==> src/rtl/codix_halt_ctrl_pkg.sv <==
// -----------------------------------------------------------------------------
// codix_halt_ctrl_pkg
// Shared types and default constants for the halt controller.
//   halt_state_t       : FSM state encoding
//   DRAIN_TIMEOUT_DEF  : default maximum number of DRAIN cycles
//   CNT_W_DEF          : default width of the accepted-halt counter
// -----------------------------------------------------------------------------
package codix_halt_ctrl_pkg;

    typedef enum logic [1:0] {
        ST_RUN    = 2'd0,
        ST_DRAIN  = 2'd1,
        ST_HALTED = 2'd2,
        ST_RESUME = 2'd3
    } halt_state_t;

    localparam int DRAIN_TIMEOUT_DEF = 256;
    localparam int CNT_W_DEF         = 16;

endpackage

==> src/rtl/codix_halt_sat_cnt.sv <==
// -----------------------------------------------------------------------------
// codix_halt_sat_cnt
// Saturating up-counter: counts inc pulses and sticks at all-ones.
// Ports:
//   CLK  in   clock
//   RST  in   asynchronous active-low reset (clears cnt)
//   inc  in   increment request for this cycle
//   cnt  out  [CNT_W-1:0] current count
// -----------------------------------------------------------------------------
module codix_halt_sat_cnt
    import codix_halt_ctrl_pkg::*;
#(
    parameter int CNT_W = CNT_W_DEF
) (
    input  logic             CLK,
    input  logic             RST,
    input  logic             inc,
    output logic [CNT_W-1:0] cnt
);

    localparam logic [CNT_W-1:0] CNT_MAX = '1;

    logic [CNT_W-1:0] r_cnt;

    always_ff @(posedge CLK or negedge RST) begin
        if (!RST) begin
            r_cnt <= '0;
        end else if (inc && (r_cnt != CNT_MAX)) begin
            r_cnt <= r_cnt + 1'b1;
        end
    end

    assign cnt = r_cnt;

endmodule

==> src/rtl/codix_halt_ctrl.sv <==
// -----------------------------------------------------------------------------
// codix_halt_ctrl
// Halt sequencer: stops the core clock on a halt request, waits for the bus
// to drain, reports HALTED, and resumes on an external run request.
//
//   state     | meaning
//   ----------+-----------------------------------------------------------
//   ST_RUN    | core running, core_en = 1, watching halt_act
//   ST_DRAIN  | core clock gated, waiting for bus_busy to drop
//   ST_HALTED | platform halted, halted = 1, watching run_req
//   ST_RESUME | single-cycle hand-back before returning to RUN
//
// Ports:
//   CLK       in   core clock
//   RST       in   asynchronous active-low reset
//   halt_act  in   halt request (level)
//   bus_busy  in   outstanding bus transactions
//   run_req   in   resume request (level)
//   core_en   out  core clock-enable, 1 only in RUN (registered)
//   halted    out  1 only in HALTED (registered)
//   halt_cnt  out  [CNT_W-1:0] accepted halts, saturating
//   halt_err  out  sticky drain-timeout flag
//
// Build option: define CODIX_HALT_CTRL_TIMEOUT_EN to bound DRAIN to
// DRAIN_TIMEOUT cycles and enable halt_err. Without it DRAIN waits forever
// and halt_err is tied low.
// -----------------------------------------------------------------------------
module codix_halt_ctrl
    import codix_halt_ctrl_pkg::*;
#(
    parameter int DRAIN_TIMEOUT = DRAIN_TIMEOUT_DEF,
    parameter int CNT_W         = CNT_W_DEF
) (
    input  logic             CLK,
    input  logic             RST,
    input  logic             halt_act,
    input  logic             bus_busy,
    input  logic             run_req,
    output logic             core_en,
    output logic             halted,
    output logic [CNT_W-1:0] halt_cnt,
    output logic             halt_err
);

    if (DRAIN_TIMEOUT < 2) begin : g_bad_timeout
        $error("codix_halt_ctrl: DRAIN_TIMEOUT must be at least 2");
    end

    halt_state_t r_state;
    halt_state_t w_next;
    logic        r_core_en;
    logic        r_halted;
    logic        w_halt_inc;
    logic        w_timeout;

`ifdef CODIX_HALT_CTRL_TIMEOUT_EN
    localparam int              DW        = $clog2(DRAIN_TIMEOUT);
    localparam logic [DW-1:0]   DRAIN_END = DW'(DRAIN_TIMEOUT - 1);

    logic [DW-1:0] r_drain_cnt;
    logic          r_halt_err;

    // Counter reads k-1 in the k-th DRAIN cycle; the FSM always leaves DRAIN
    // at DRAIN_END, so the increment never wraps.
    assign w_timeout = (r_state == ST_DRAIN) && bus_busy && (r_drain_cnt == DRAIN_END);

    always_ff @(posedge CLK or negedge RST) begin
        if (!RST) begin
            r_drain_cnt <= '0;
            r_halt_err  <= 1'b0;
        end else begin
            if (r_state == ST_DRAIN) begin
                r_drain_cnt <= r_drain_cnt + 1'b1;
            end else begin
                r_drain_cnt <= '0;
            end
            if (w_timeout) begin
                r_halt_err <= 1'b1;
            end
        end
    end

    assign halt_err = r_halt_err;
`else
    assign w_timeout = 1'b0;
    assign halt_err  = 1'b0;
`endif

    always_comb begin
        w_next     = r_state;
        w_halt_inc = 1'b0;
        case (r_state)
            ST_RUN: begin
                if (halt_act) begin
                    w_next     = ST_DRAIN;
                    w_halt_inc = 1'b1;
                end
            end
            ST_DRAIN: begin
                if (!bus_busy || w_timeout) begin
                    w_next = ST_HALTED;
                end
            end
            ST_HALTED: begin
                if (run_req) begin
                    w_next = ST_RESUME;
                end
            end
            ST_RESUME: w_next = ST_RUN;
            default:   w_next = ST_RUN;
        endcase
    end

    // Outputs are decoded from the next state so they line up with r_state
    // while still coming straight out of flops.
    always_ff @(posedge CLK or negedge RST) begin
        if (!RST) begin
            r_state   <= ST_RUN;
            r_core_en <= 1'b1;
            r_halted  <= 1'b0;
        end else begin
            r_state   <= w_next;
            r_core_en <= (w_next == ST_RUN);
            r_halted  <= (w_next == ST_HALTED);
        end
    end

    assign core_en = r_core_en;
    assign halted  = r_halted;

    codix_halt_sat_cnt #(
        .CNT_W (CNT_W)
    ) u_sat_cnt (
        .CLK (CLK),
        .RST (RST),
        .inc (w_halt_inc),
        .cnt (halt_cnt)
    );

endmodule

==> config.mk <==
export PLATFORM = sky130hd
export DESIGN_NAME = codix_halt_ctrl
export DESIGN_NICKNAME = d
export VERILOG_FILES = /design/src/rtl/codix_halt_ctrl_pkg.sv /design/src/rtl/codix_halt_sat_cnt.sv /design/src/rtl/codix_halt_ctrl.sv
export SDC_FILE = /design/constraint.sdc
export NUM_CORES = 1
export LEC_CHECK = 0
export CAP_MARGIN = 5
export CORE_ASPECT_RATIO = 0.8
export CORE_MARGIN = 3
export CORE_UTILIZATION = 40
export CTS_CLUSTER_SIZE = 24
export DETAILED_ROUTE_END_ITERATION = 10
export GPL_ROUTABILITY_DRIVEN = 0
export GPL_TIMING_DRIVEN = 0
export HOLD_SLACK_MARGIN = 0.05
export PLACE_DENSITY = 0.73
export SYNTH_ARGS = -nofsm -noshare
export SYNTH_HDL_FRONTEND = slang
export SYNTH_HIERARCHICAL = 1
export SYNTH_SLANG_ARGS = --single-unit
export TNS_END_PERCENT = 100
==> constraint.sdc <==
create_clock -name CLK -period 4.75 [get_ports CLK]
set_input_delay 0.95 -clock CLK [delete_from_list [all_inputs] [get_ports CLK]]
set_output_delay 0.95 -clock CLK [all_outputs]
set_load 0.1 [all_outputs]
# ---- Yosys cells after proc, flatten, opt, wreduce, memory -nomap -nowiden
# Index checks and enable logic that the tools add are counted.
dict set report op_classes {
  addsub 1
  muxes 6
  shifts 0
  n_lt_le_gt_ge 0
  bitwise_logic 0
  n_div 0
  n_eq_ne 5
  multipliers 0
  n_reduce_logical 3
}
# cell count
set op_table {}
lappend op_table {{$add 16x1->16 const B} 1}
lappend op_table {{$ne 16x16->1 const B} 1}
lappend op_table {{$pmux 2 s4} 1}
lappend op_table {{$eq 2x2->1 const B} 3}
lappend op_table {{$mux 2} 3}
lappend op_table {{$logic_not 2->1} 2}
lappend op_table {{$eq 2x1->1 const B} 1}
lappend op_table {{$mux 1} 2}
lappend op_table {{$logic_and 1x1->1} 1}
dict set report word_totals {
  latch_bits 0
  elab_cells 19
  out_inout_bits 19
  in_bits 5
  mem_bits_ro 0
  n_memories 0
  mem_bits_rw 0
  register_bits 20
}

# ---- Depth between registers and ports, before layout
# Gate-level depths: netlist (run 1).
dict set report logic_depth {
  depth_word 3
  mapped_depth 5
}

# ---- By module
# Netlist (run 1), hierarchy kept.
# module cells_per_inst area_each_um2 n_inst
set modules_own_cells {}
lappend modules_own_cells {codix_halt_sat_cnt 72 859.6 1}
lappend modules_own_cells {codix_halt_ctrl 16 176.4 1}

# ---- Worst setup path before layout (run 1)
# OpenSTA, ideal clock, no wires.
dict set report synth_path {
  kind {input to register}
  start {in halt_act}
  end {reg u_sat_cnt.r_cnt[14] (netlist: u_sat_cnt/cnt[14])}
  arrival_ps 2192
  required_ps 4590
  setup_ps 160
  path_slack_ps 2398
  path_buffers 0
  stages 5
  path_cell_list {nor3b_1 -> nand2_1 -> nor4_4 -> nand4_1 -> xnor2_1}
}
dict set report synth_via {
  elab_chain_cells 3
}
# element line
set synth_rtl {}
lappend synth_rtl {{from (decl)} codix_halt_ctrl.sv:36} ;# input logic halt_act,
lappend synth_rtl {{$mux 1} codix_halt_ctrl.sv:94} ;# if (halt_act) begin
lappend synth_rtl {{$mux 1} codix_halt_ctrl.sv:92} ;# case (r_state)
lappend synth_rtl {{$logic_and 1x1->1} codix_halt_sat_cnt.sv:28} ;# end else if (inc && (r_cnt != CNT_MAX)) begin
lappend synth_rtl {{to (signal assigned)} codix_halt_sat_cnt.sv:29} ;# r_cnt <= r_cnt + 1'b1;
lappend synth_rtl {{to (decl)} codix_halt_sat_cnt.sv:23} ;# logic [CNT_W-1:0] r_cnt;
# Every way passes these cells.
# A chain may end at the register's enable or synchronous reset.

# ---- Worst setup path after layout (run 1)
dict set report layout_path {
  start {reg u_sat_cnt.r_cnt[13] (netlist: u_sat_cnt/cnt[13])}
  end {out halt_cnt[13]}
}
# element line
set layout_rtl {}
lappend layout_rtl {{to (decl)} codix_halt_ctrl.sv:41} ;# output logic [CNT_W-1:0] halt_cnt,
# No word-level cell between the ends.

==> results of run 1 <==
-- power by group --
part | leakage [nW] | total [W] | internal [W] | switching [W]
combinational | 0.277 | 0.000367 | 0.0000914 | 0.000276
sequential | 0.263 | 0.000258 | 0.000209 | 0.0000486
clock | 0.0150 | 0.0000841 | 0.0000327 | 0.0000514
total | 0.555 | 0.000709 | 0.000333 | 0.000376
-- final cells by class --
cell class	count	area, sq um
well taps	34	42.54
multi-input cells	66	523.0
repair buffers	22	220.2
fillers	206	983.4
plain buffers	1	7.507
flip-flops and latches	20	501.7
clock buffers	4	26.28
inverters	1	3.754
-- cells by family after synthesis --
kind of cell / count (synthesis)
adder cells (fa/ha/maj): 1
other: 1
AO/OA/AOI/OAI: 18
multiplexers: 2
AND/OR/NAND/NOR: 37
buffers and inverters: 2
flip-flops: 20
XOR/XNOR: 7
-- Yosys cell counts (2+ instances only) --
cell     count
a21oi_1      3
a31oi_1      3
and3_1       2
dfrtp_1     19
nand2_1      5
nand3_1      5
nand4_1      8
nor2_1       2
nor4_4       2
o21a_1       5
o21ai_0      2
xnor2_1      5
xor2_1       2
-- layer usage --
layer | GRT usage | part of all wire | up-vias
met5 | 0 | 0 | -
met3 | 0.04320 | 0.051 | 2
li1 | - | - | 390
met2 | 0.2417 | 0.45 | 20
met1 | 0.2052 | 0.49 | 389
met4 | 0.02198 | 0.0054 | 0
-- state kept, by name, indices dropped and copies added, names as in the netlist --
| register | cells |
|---|---|
| core_en | 1 |
| halted | 1 |
| r_state | 2 |
| u_sat_cnt/cnt | 16 |
-- per-stage QoR --
stage	setup WS, ns	instance area [sq um]	hold slack [ns]
2_1_floorplan	2.398	1036	0.5224
3_3_place_gp	1.692	1299	0.5027
3_5_place_dp	1.718	1299	0.5197
4_1_cts	1.814	1325	0.5384
5_1_grt	1.748	1325	0.5902
6_report	1.834	1325	0.5461
-- how the worst max path moves through the flow --
stage | slack [ns] | cells past startpoint | end | startpoint
after floorplan | 2.40 | 5 | u_sat_cnt/cnt[14] | halt_act
after global placement | 1.69 | 6 | u_sat_cnt/cnt[14] | halt_act
after detailed placement | 1.72 | 6 | u_sat_cnt/cnt[14] | halt_act
after CTS | 1.81 | 1 | halt_cnt[3] | u_sat_cnt/cnt[3]
after global routing | 1.75 | 1 | halt_cnt[2] | u_sat_cnt/cnt[2]
final | 1.83 | 1 | halt_cnt[13] | u_sat_cnt/cnt[13]
==> results.sh, run 1 <==
export IMPL_status="complete, no violations"
export IMPL_clock_tree_htree_level_count=1
export IMPL_yosysSeqAreaShare=0.4843
export IMPL_io_pins=24
export IMPL_wl_um=2209
export IMPL_synth_area_mux_share=0.02053
export IMPL_drive_above_1_share=0.1316
export IMPL_floorplan_die_width_um=62.90
export IMPL_synth_seq_cells=20
export IMPL_fp_dieH_um=51.52
export IMPL_dr_pass1_iters=4
export IMPL_synth_nets=94
export IMPL_io_buffers=22
export IMPL_vias_per_cell=5.412
export IMPL_final_cell_mix="22 x clkdlybuf4s50_1, 19 x dfrtp_1, 8 x nand4_1"
export IMPL_insertion_delay_ns=0.30
export IMPL_r2r_end="u_sat_cnt/cnt[5]"
export IMPL_total_power_w=0.0007089
export IMPL_fin_nets=121
export IMPL_p_per_area_mw_per_mm2=535.0
export IMPL_die_area_sq_mm=0.003241
export IMPL_instances_no_fill=148
export IMPL_synth_area_top_cells="dfrtp_1 46%, nand4_1 4.8%, xnor2_1 4.2%"
export IMPL_cp_start_kind="flop"
export IMPL_rsz0062_at_grt="false"
export IMPL_drc=0
export IMPL_cts_tree="built"
export IMPL_cts_resized=0
export IMPL_crit_type="flop to output port"
export IMPL_cap_violations=0
export IMPL_rrSetupSlack_ns=2.64
export IMPL_grt_pass1_vias=815
export IMPL_ant_nets=0
export IMPL_post_cts_buffers=0
export IMPL_cts_sinks=20
export IMPL_worstPathCellList="clkdlybuf4s50_1"
export IMPL_finalSetupViolCount=0
export IMPL_grt_pass1_wl_um=3781
export IMPL_hold_buffers=0
export IMPL_overflow=0
export IMPL_drt_iter0_drc=29
export IMPL_r2r_cells=5
export IMPL_setup_tns_final_ns=0
export IMPL_path_delay_family="buffers and inverters"
export IMPL_hold_viol=0
export IMPL_hp_class="flop to flop"
export IMPL_dpl_hpwl_um=1621
export IMPL_grt_start_max_net_pins=21
export IMPL_r2r_start="r_state[1]"
export IMPL_synth_edf_count=0
export IMPL_hp_start="u_sat_cnt/cnt[15]"
export IMPL_yosysTopAreaCell="dfrtp_1"
export IMPL_critPathCaptureType="output port"
export IMPL_hold_depth=1
export IMPL_synth_top_family_by_area="simple AND/OR/NAND/NOR gates"
export IMPL_crit_buf_inv=1
export IMPL_timing_fmax_ghz=0.3429
export IMPL_syn_area_sq_mm=0.001036
export IMPL_grt_use_total=0.1498
export IMPL_min_period_ns=2.916
export IMPL_clock_path_buffers=2
export IMPL_cts_root_buffer="clkbuf_4"
export IMPL_fin_crit_sh=0.6139
export IMPL_final_common_cell="clkdlybuf4s50_1"
export IMPL_synth_fa_ha_area_frac=0.01208
export IMPL_maxSlewHeadroom=0.3469
export IMPL_total_leakage_power_nw=0.5548
export IMPL_row_count=15
export IMPL_wl_per_cell_um=14.93
export IMPL_synth_cells=88
export IMPL_yosysWarnings=6
export IMPL_holdPathEnd="u_sat_cnt/cnt[15]"
export IMPL_yosys_cell_types_count=38
export IMPL_worst_pin_slew_ns=0.9765
export IMPL_vias=801
export IMPL_cp_required_ns=3.80
export IMPL_start_util=0.4488
export IMPL_maxSlewViolCount=0
export IMPL_async_reset_ff_frac=1.000
export IMPL_antenna_found_initial=0
export IMPL_skew_ns=0.01048
export IMPL_core_area_sq_mm=0.002308
export IMPL_crit_path_max_fanout=8
export IMPL_dp_cells=144
export IMPL_synth_xor_area_share=0.05918
export IMPL_finish_utilization=0.5740
export IMPL_synth_compound_area_share=0.1280
export IMPL_yosys_area_share_simple=0.2814
export IMPL_yosys_area_top_type_share=0.4589
export IMPL_cp_slowest_cell="clkdlybuf4s50_1"
export IMPL_syn_area_per_cell_sq_um=11.77
export IMPL_syn_to_final_growth_pct=27.90
export IMPL_numCtsBuffers=3
export IMPL_synth_flop_cell="dfrtp_1"
export IMPL_crit_arrival_ns=1.97
export IMPL_cts_clk_slew_worst_paths_ns=0.12
export IMPL_vdd_ir_drop_max_v=0.0003201
export IMPL_diodes=0
export IMPL_critPathMaxStageDelay_ns=1.18
Power figures use the tool's default switching activity.
==> inputs of run 2 (changes only) <==
--- a/config.mk
+++ b/config.mk
@@ -14,7 +14,7 @@
 export GPL_ROUTABILITY_DRIVEN = 0
 export GPL_TIMING_DRIVEN = 0
 export HOLD_SLACK_MARGIN = 0.05
-export PLACE_DENSITY = 0.73
+export PLACE_DENSITY = 0.76
 export SYNTH_ARGS = -nofsm -noshare
 export SYNTH_HDL_FRONTEND = slang
 export SYNTH_HIERARCHICAL = 1
==> constraint.sdc (replaced) <==
create_clock -name CLK -period 2.3 [get_ports CLK]
set_input_delay 0.46 -clock CLK [delete_from_list [all_inputs] [get_ports CLK]]
set_output_delay 0.46 -clock CLK [all_outputs]
set_load 0.1 [all_outputs]
==> run 2 against run 1 <==
  * Utilization fell by 0.70 points
  * Via count grew 5.4%
  * Critical endpoint is now halted
  * Critical path type unchanged
  * Worst hold slack got worse by 0.030 ns
  * Die area unchanged
  * Register-to-register slack worse by 2.1 ns
==> results.sh, run 2 (synthesized netlist as in run 1, its figures left out) <==
export IMPL_status="complete, no violations"
export IMPL_cp_slowest_cell="clkdlybuf4s50_1"
export IMPL_drive_above_1_share=0.1404
export IMPL_grt_pass1_wl_um=3767
export IMPL_finish_utilization=0.5669
export IMPL_drt_iter0_drc=46
export IMPL_rrSetupSlack_ns=0.50
export IMPL_cts_sinks=20
export IMPL_cap_violations=0
export IMPL_io_pins=24
export IMPL_final_cell_mix="19 x dfrtp_1, 17 x dlygate4sd2_1, 8 x nand4_1"
export IMPL_critPathCaptureType="output port"
export IMPL_start_util=0.4488
export IMPL_crit_arrival_ns=1.78
export IMPL_vias=844
export IMPL_dpl_hpwl_um=1559
export IMPL_overflow=0
export IMPL_core_area_sq_mm=0.002308
export IMPL_min_period_ns=2.238
export IMPL_vdd_ir_drop_max_v=0.0007797
export IMPL_rsz0062_at_grt="false"
export IMPL_finalSetupViolCount=0
export IMPL_wl_per_cell_um=14.41
export IMPL_cts_clk_slew_worst_paths_ns=0.10
export IMPL_path_delay_family="buffers and inverters"
export IMPL_crit_path_max_fanout=1
export IMPL_crit_type="flop to output port"
export IMPL_cp_start_kind="flop"
export IMPL_syn_to_final_growth_pct=26.33
export IMPL_drc=0
export IMPL_floorplan_die_width_um=62.90
export IMPL_cts_tree="built"
export IMPL_wl_um=2132
export IMPL_insertion_delay_ns=0.30
export IMPL_worstPathCellList="clkdlybuf4s50_1"
export IMPL_ant_nets=0
export IMPL_worst_pin_slew_ns=0.9743
export IMPL_diodes=0
export IMPL_largest_reg_flops=16
export IMPL_clock_path_buffers=2
export IMPL_vias_per_cell=5.703
export IMPL_cts_root_buffer="clkbuf_4"
export IMPL_final_common_cell="dfrtp_1"
export IMPL_grt_use_total=0.1472
export IMPL_fin_crit_sh=0.9729
export IMPL_dr_pass1_iters=4
export IMPL_antenna_found_initial=0
export IMPL_grt_pass1_vias=806
export IMPL_grt_start_max_net_pins=21
export IMPL_die_area_sq_mm=0.003241
export IMPL_fin_nets=121
export IMPL_p_per_area_mw_per_mm2=1089
export IMPL_hold_viol=0
export IMPL_hp_class="flop to flop"
export IMPL_fp_dieH_um=51.52
export IMPL_post_cts_buffers=0
export IMPL_timing_fmax_ghz=0.4469
export IMPL_row_count=15
export IMPL_skew_ns=0.005402
export IMPL_total_power_w=0.001425
export IMPL_maxSlewHeadroom=0.3485
export IMPL_io_buffers=22
export IMPL_crit_buf_inv=1
export IMPL_critPathMaxStageDelay_ns=1.13
export IMPL_cp_required_ns=1.84
export IMPL_maxSlewViolCount=0
export IMPL_hold_buffers=0
export IMPL_numCtsBuffers=3
export IMPL_total_leakage_power_nw=0.6244
export IMPL_clock_tree_htree_level_count=1
==> run 2: final timing paths <==
check / start / to / depth (start not counted)
hold reg to reg: u_sat_cnt/cnt[15] / u_sat_cnt/cnt[15] / 1
max in group asynchronous: RST / u_sat_cnt/cnt[11] / 1
hold / removal: u_sat_cnt/cnt[15] / u_sat_cnt/cnt[15] / 1
setup reg to reg: r_state[1] / u_sat_cnt/cnt[5] / 5
min in group asynchronous: RST / u_sat_cnt/cnt[3] / 1
setup / recovery: halted / halted / 1
==> run 2: what timing repair did <==
item / 4_1_cts / 5_1_grt
setup endpoints to repair: 17 / 6
endpoints found under the hold margin: 0 / 0
resized for setup: 17 / 1
==> run 2: power breakdown <==
part	internal [W]	leakage [nW]	switching, W
clock	0.0000676	0.0150	0.000104
sequential	0.000432	0.263	0.000102
combinational	0.000154	0.346	0.000566
total	0.000654	0.624	0.000771
==> run 2: area by class of cell <==
class | instances | area [sq um]
repair buffers | 22 | 198.9
inverters | 1 | 3.754
clock buffers | 4 | 26.28
flip-flops and latches | 20 | 501.7
well taps | 34 | 42.54
plain buffers | 1 | 7.507
fillers | 206 | 999.7
multi-input cells | 66 | 528.0
==> run 2: per-stage QoR <==
stage / hold WS (ns) / setup slack [ns] / std cells / instance area (sq um) / setup TNS [ns]
detailed placement: 0.5045 / -0.2487 / 144 / 1299 / -1.687
CTS: 0.5163 / 0.04181 / 148 / 1304 / 0
global route: 0.5708 / 0.02573 / 148 / 1309 / 0
finish: 0.5156 / 0.06236 / 148 / 1309 / 0
floorplan: 0.1644 / 0.09139 / 88 / 1036 / 0
global placement: 0.5037 / -0.2677 / 144 / 1299 / -1.873
==> run 2: layer usage <==
layer	vias up	GRT usage	part of all wire
met3	4	0.04536	0.051
met4	0	0.04029	0.011
met5	-	0	0
li1	395	-	-
met2	24	0.2312	0.47
met1	421	0.1975	0.47
==> inputs of run 3 (changes only) <==
--- a/config.mk
+++ b/config.mk
@@ -15,8 +15,8 @@
 export GPL_TIMING_DRIVEN = 0
 export HOLD_SLACK_MARGIN = 0.05
 export PLACE_DENSITY = 0.76
+export SETUP_SLACK_MARGIN = 0.2
 export SYNTH_ARGS = -nofsm -noshare
 export SYNTH_HDL_FRONTEND = slang
-export SYNTH_HIERARCHICAL = 1
 export SYNTH_SLANG_ARGS = --single-unit
 export TNS_END_PERCENT = 100
==> run 3 against run 2 <==
  * Highest routed layer unchanged
  * Count of clock-buffer cells in the layout unchanged
  * Worst hold slack worse by 0.0035 ns
  * Clock power up 20%
  * Critical path type unchanged
==> results.sh, run 3 <==
export IMPL_status="complete, no violations"
export IMPL_crit_start="u_sat_cnt.cnt[13]"
export IMPL_fin_nets=129
export IMPL_p_int_w=0.0006978
export IMPL_cts_clk_slew_worst_paths_ns=0.11
export IMPL_final_common_cell="dfrtp_2"
export IMPL_path_delay_family="buffers and inverters"
export IMPL_yosysWarnings=0
export IMPL_synth_compound_area_share=0.03681
export IMPL_synth_xor_area_share=0.07730
export IMPL_insertion_delay_ns=0.30
export IMPL_r2r_start="u_sat_cnt.cnt[0]"
export IMPL_vias_per_cell=5.000
export IMPL_crit_path_max_fanout=6
export IMPL_cp_required_ns=1.84
export IMPL_io_pins=24
export IMPL_hp_class="flop to flop"
export IMPL_dpl_cell_area_sq_mm=0.001300
export IMPL_fin_area_sq_mm=0.001304
export IMPL_fp_dieH_um=51.16
export IMPL_drive_above_1_share=0.3033
export IMPL_crit_arrival_ns=1.59
export IMPL_grt_pass1_wl_um=3588
export IMPL_drc=0
export IMPL_synth_fa_ha_area_frac=0.01227
export IMPL_dpl_hpwl_um=1548
export IMPL_maxSlewViolCount=0
export IMPL_synth_area_mux_share=0.08834
export IMPL_min_period_ns=2.049
export IMPL_worst_pin_slew_ns=0.9629
export IMPL_finalSetupViolCount=0
export IMPL_yosysTopAreaCell="dfrtp_1"
export IMPL_synth_cells=96
export IMPL_cts_root_buffer="clkbuf_4"
export IMPL_synth_top_family_by_area="simple AND/OR/NAND/NOR gates"
export IMPL_total_leakage_power_nw=0.5875
export IMPL_synth_most_common_cell="dfrtp_1"
export IMPL_syn_to_final_growth_pct=27.85
export IMPL_antenna_found_initial=0
export IMPL_grt_pass1_vias=765
export IMPL_hold_buffers=0
export IMPL_crit_type="flop to output port"
export IMPL_vias=780
export IMPL_cts_tree="built"
export IMPL_vdd_ir_drop_max_v=0.0007546
export IMPL_hp_start="u_sat_cnt.cnt[5]"
export IMPL_critPathMaxStageDelay_ns=0.84
export IMPL_ant_nets=0
export IMPL_yosysSeqAreaShare=0.4920
export IMPL_p_clk_frac=0.136
export IMPL_fillers=214
export IMPL_dr_pass1_iters=4
export IMPL_grt_start_max_net_pins=21
export IMPL_combinationalPowerShare=0.496
export IMPL_syn_area_per_cell_sq_um=10.62
export IMPL_netSwitchingPower_w=0.0008102
export IMPL_worstPathCellList="clkdlybuf4s15_1"
export IMPL_drt_iter0_drc=46
export IMPL_overflow=0
export IMPL_synth_area_top_cells="dfrtp_1 47%, xor2_1 7.7%, nand2_1 4.0%"
export IMPL_final_cell_mix="14 x dfrtp_2, 11 x nand2_1, 9 x xor2_1"
export IMPL_cp_slowest_cell="clkdlybuf4s15_1"
export IMPL_core_area_sq_mm=0.002290
export IMPL_clock_path_buffers=2
export IMPL_hold_ws_ns=0.5121
export IMPL_total_power_w=0.001508
export IMPL_yosys_cell_types_count=33
export IMPL_maxSlewHeadroom=0.3606
export IMPL_fin_ws_ns=0.2509
export IMPL_io_buffers=22
export IMPL_fin_crit_sh=0.8909
export IMPL_synth_flop_cell="dfrtp_1"
export IMPL_rsz0062_at_grt="false"
export IMPL_synth_nets=102
export IMPL_p_per_area_mw_per_mm2=1157
export IMPL_die_area_sq_mm=0.003195
export IMPL_cts_sinks=20
export IMPL_crit_buf_inv=1
export IMPL_hold_viol=0
export IMPL_cp_start_kind="flop"
export IMPL_wl_per_cell_um=13.35
export IMPL_timing_fmax_ghz=0.4880
export IMPL_floorplan_die_width_um=62.45
export IMPL_diodes=0
export IMPL_dp_slack_ns=-0.02905
export IMPL_seqPwrFrac=0.368
export IMPL_synth_seq_cells=20
export IMPL_critPathCaptureType="output port"
export IMPL_wl_um=2082
export IMPL_syn_area_sq_mm=0.001020
export IMPL_synth_edf_count=0
export IMPL_row_count=15
export IMPL_setup_tns_final_ns=0
export IMPL_cap_violations=0
export IMPL_post_cts_buffers=0
export IMPL_netlist_top_cells_count="19 x dfrtp_1, 11 x nand2_1, 9 x xor2_1"
export IMPL_numCtsBuffers=3
export IMPL_grt_use_total=0.1433
export IMPL_yosys_area_share_simple=0.2675
export IMPL_async_reset_ff_frac=1.000
export IMPL_skew_ns=0.004719
export IMPL_largest_reg_flops=16
export IMPL_clock_tree_htree_level_count=1
export IMPL_start_util=0.4454
export IMPL_cts_resized=20
export IMPL_switching_share=0.5373
export IMPL_yosys_area_top_type_share=0.4663
[run 3: metal layers]
metal	GRT usage	part of all wire
met1	0.1798	0.46
met2	0.2460	0.48
met3	0.05275	0.062
met4	0.01465	0.0043
met5	0	0
[run 3: per-stage QoR]
stage          utilization  cells
2_1_floorplan            -     96
3_3_place_gp        0.5678    152
3_5_place_dp        0.5678    152
4_1_cts             0.5749    156
5_1_grt             0.5694    156
6_report            0.5694    156
[run 3: cell type report]
type / count / area [sq um] / share of cell area
Sequential cell: 20 / 519.2 / 0.3983
Multi-Input combinational cell: 71 / 500.5 / 0.3839
Timing Repair Buffer: 22 / 182.7 / 0.1401
Tap cell: 34 / 42.54 / 0.03263
Clock buffer: 4 / 36.28 / 0.02783
Inverter: 4 / 15.01 / 0.01152
Buffer: 1 / 7.507 / 0.005758
[run 3: final timing paths]
check,to,slack [ns],cells past startpoint
worst max-delay path,halt_cnt[13],0.25,1
worst min-delay path,u_sat_cnt.cnt[5],0.51,1
worst max register to register,u_sat_cnt.cnt[12],0.60,5
worst min register to register,u_sat_cnt.cnt[5],0.51,1
max in group asynchronous,u_sat_cnt.cnt[12],1.06,1
min in group asynchronous,u_sat_cnt.cnt[7],0.64,1
[run 3: logic make-up after synthesis]
family | Yosys count
xor+xnor | 9
mux | 8
flops | 20
compound gates | 6
other cells | 1
simple gates | 46
buf+inv | 5
fa+ha+maj | 1
[run 3: power groups by stage]
stage | Sequential, W | Combinational, W | Clock [W]
floorplan | 0.000987 | 0.000175 | 0
global placement | 0.000551 | 0.000789 | 0
detailed placement | 0.000557 | 0.000801 | 0
CTS | 0.000550 | 0.000763 | 0.000213
global route | 0.000574 | 0.000785 | 0.000231
finish | 0.000555 | 0.000748 | 0.000205
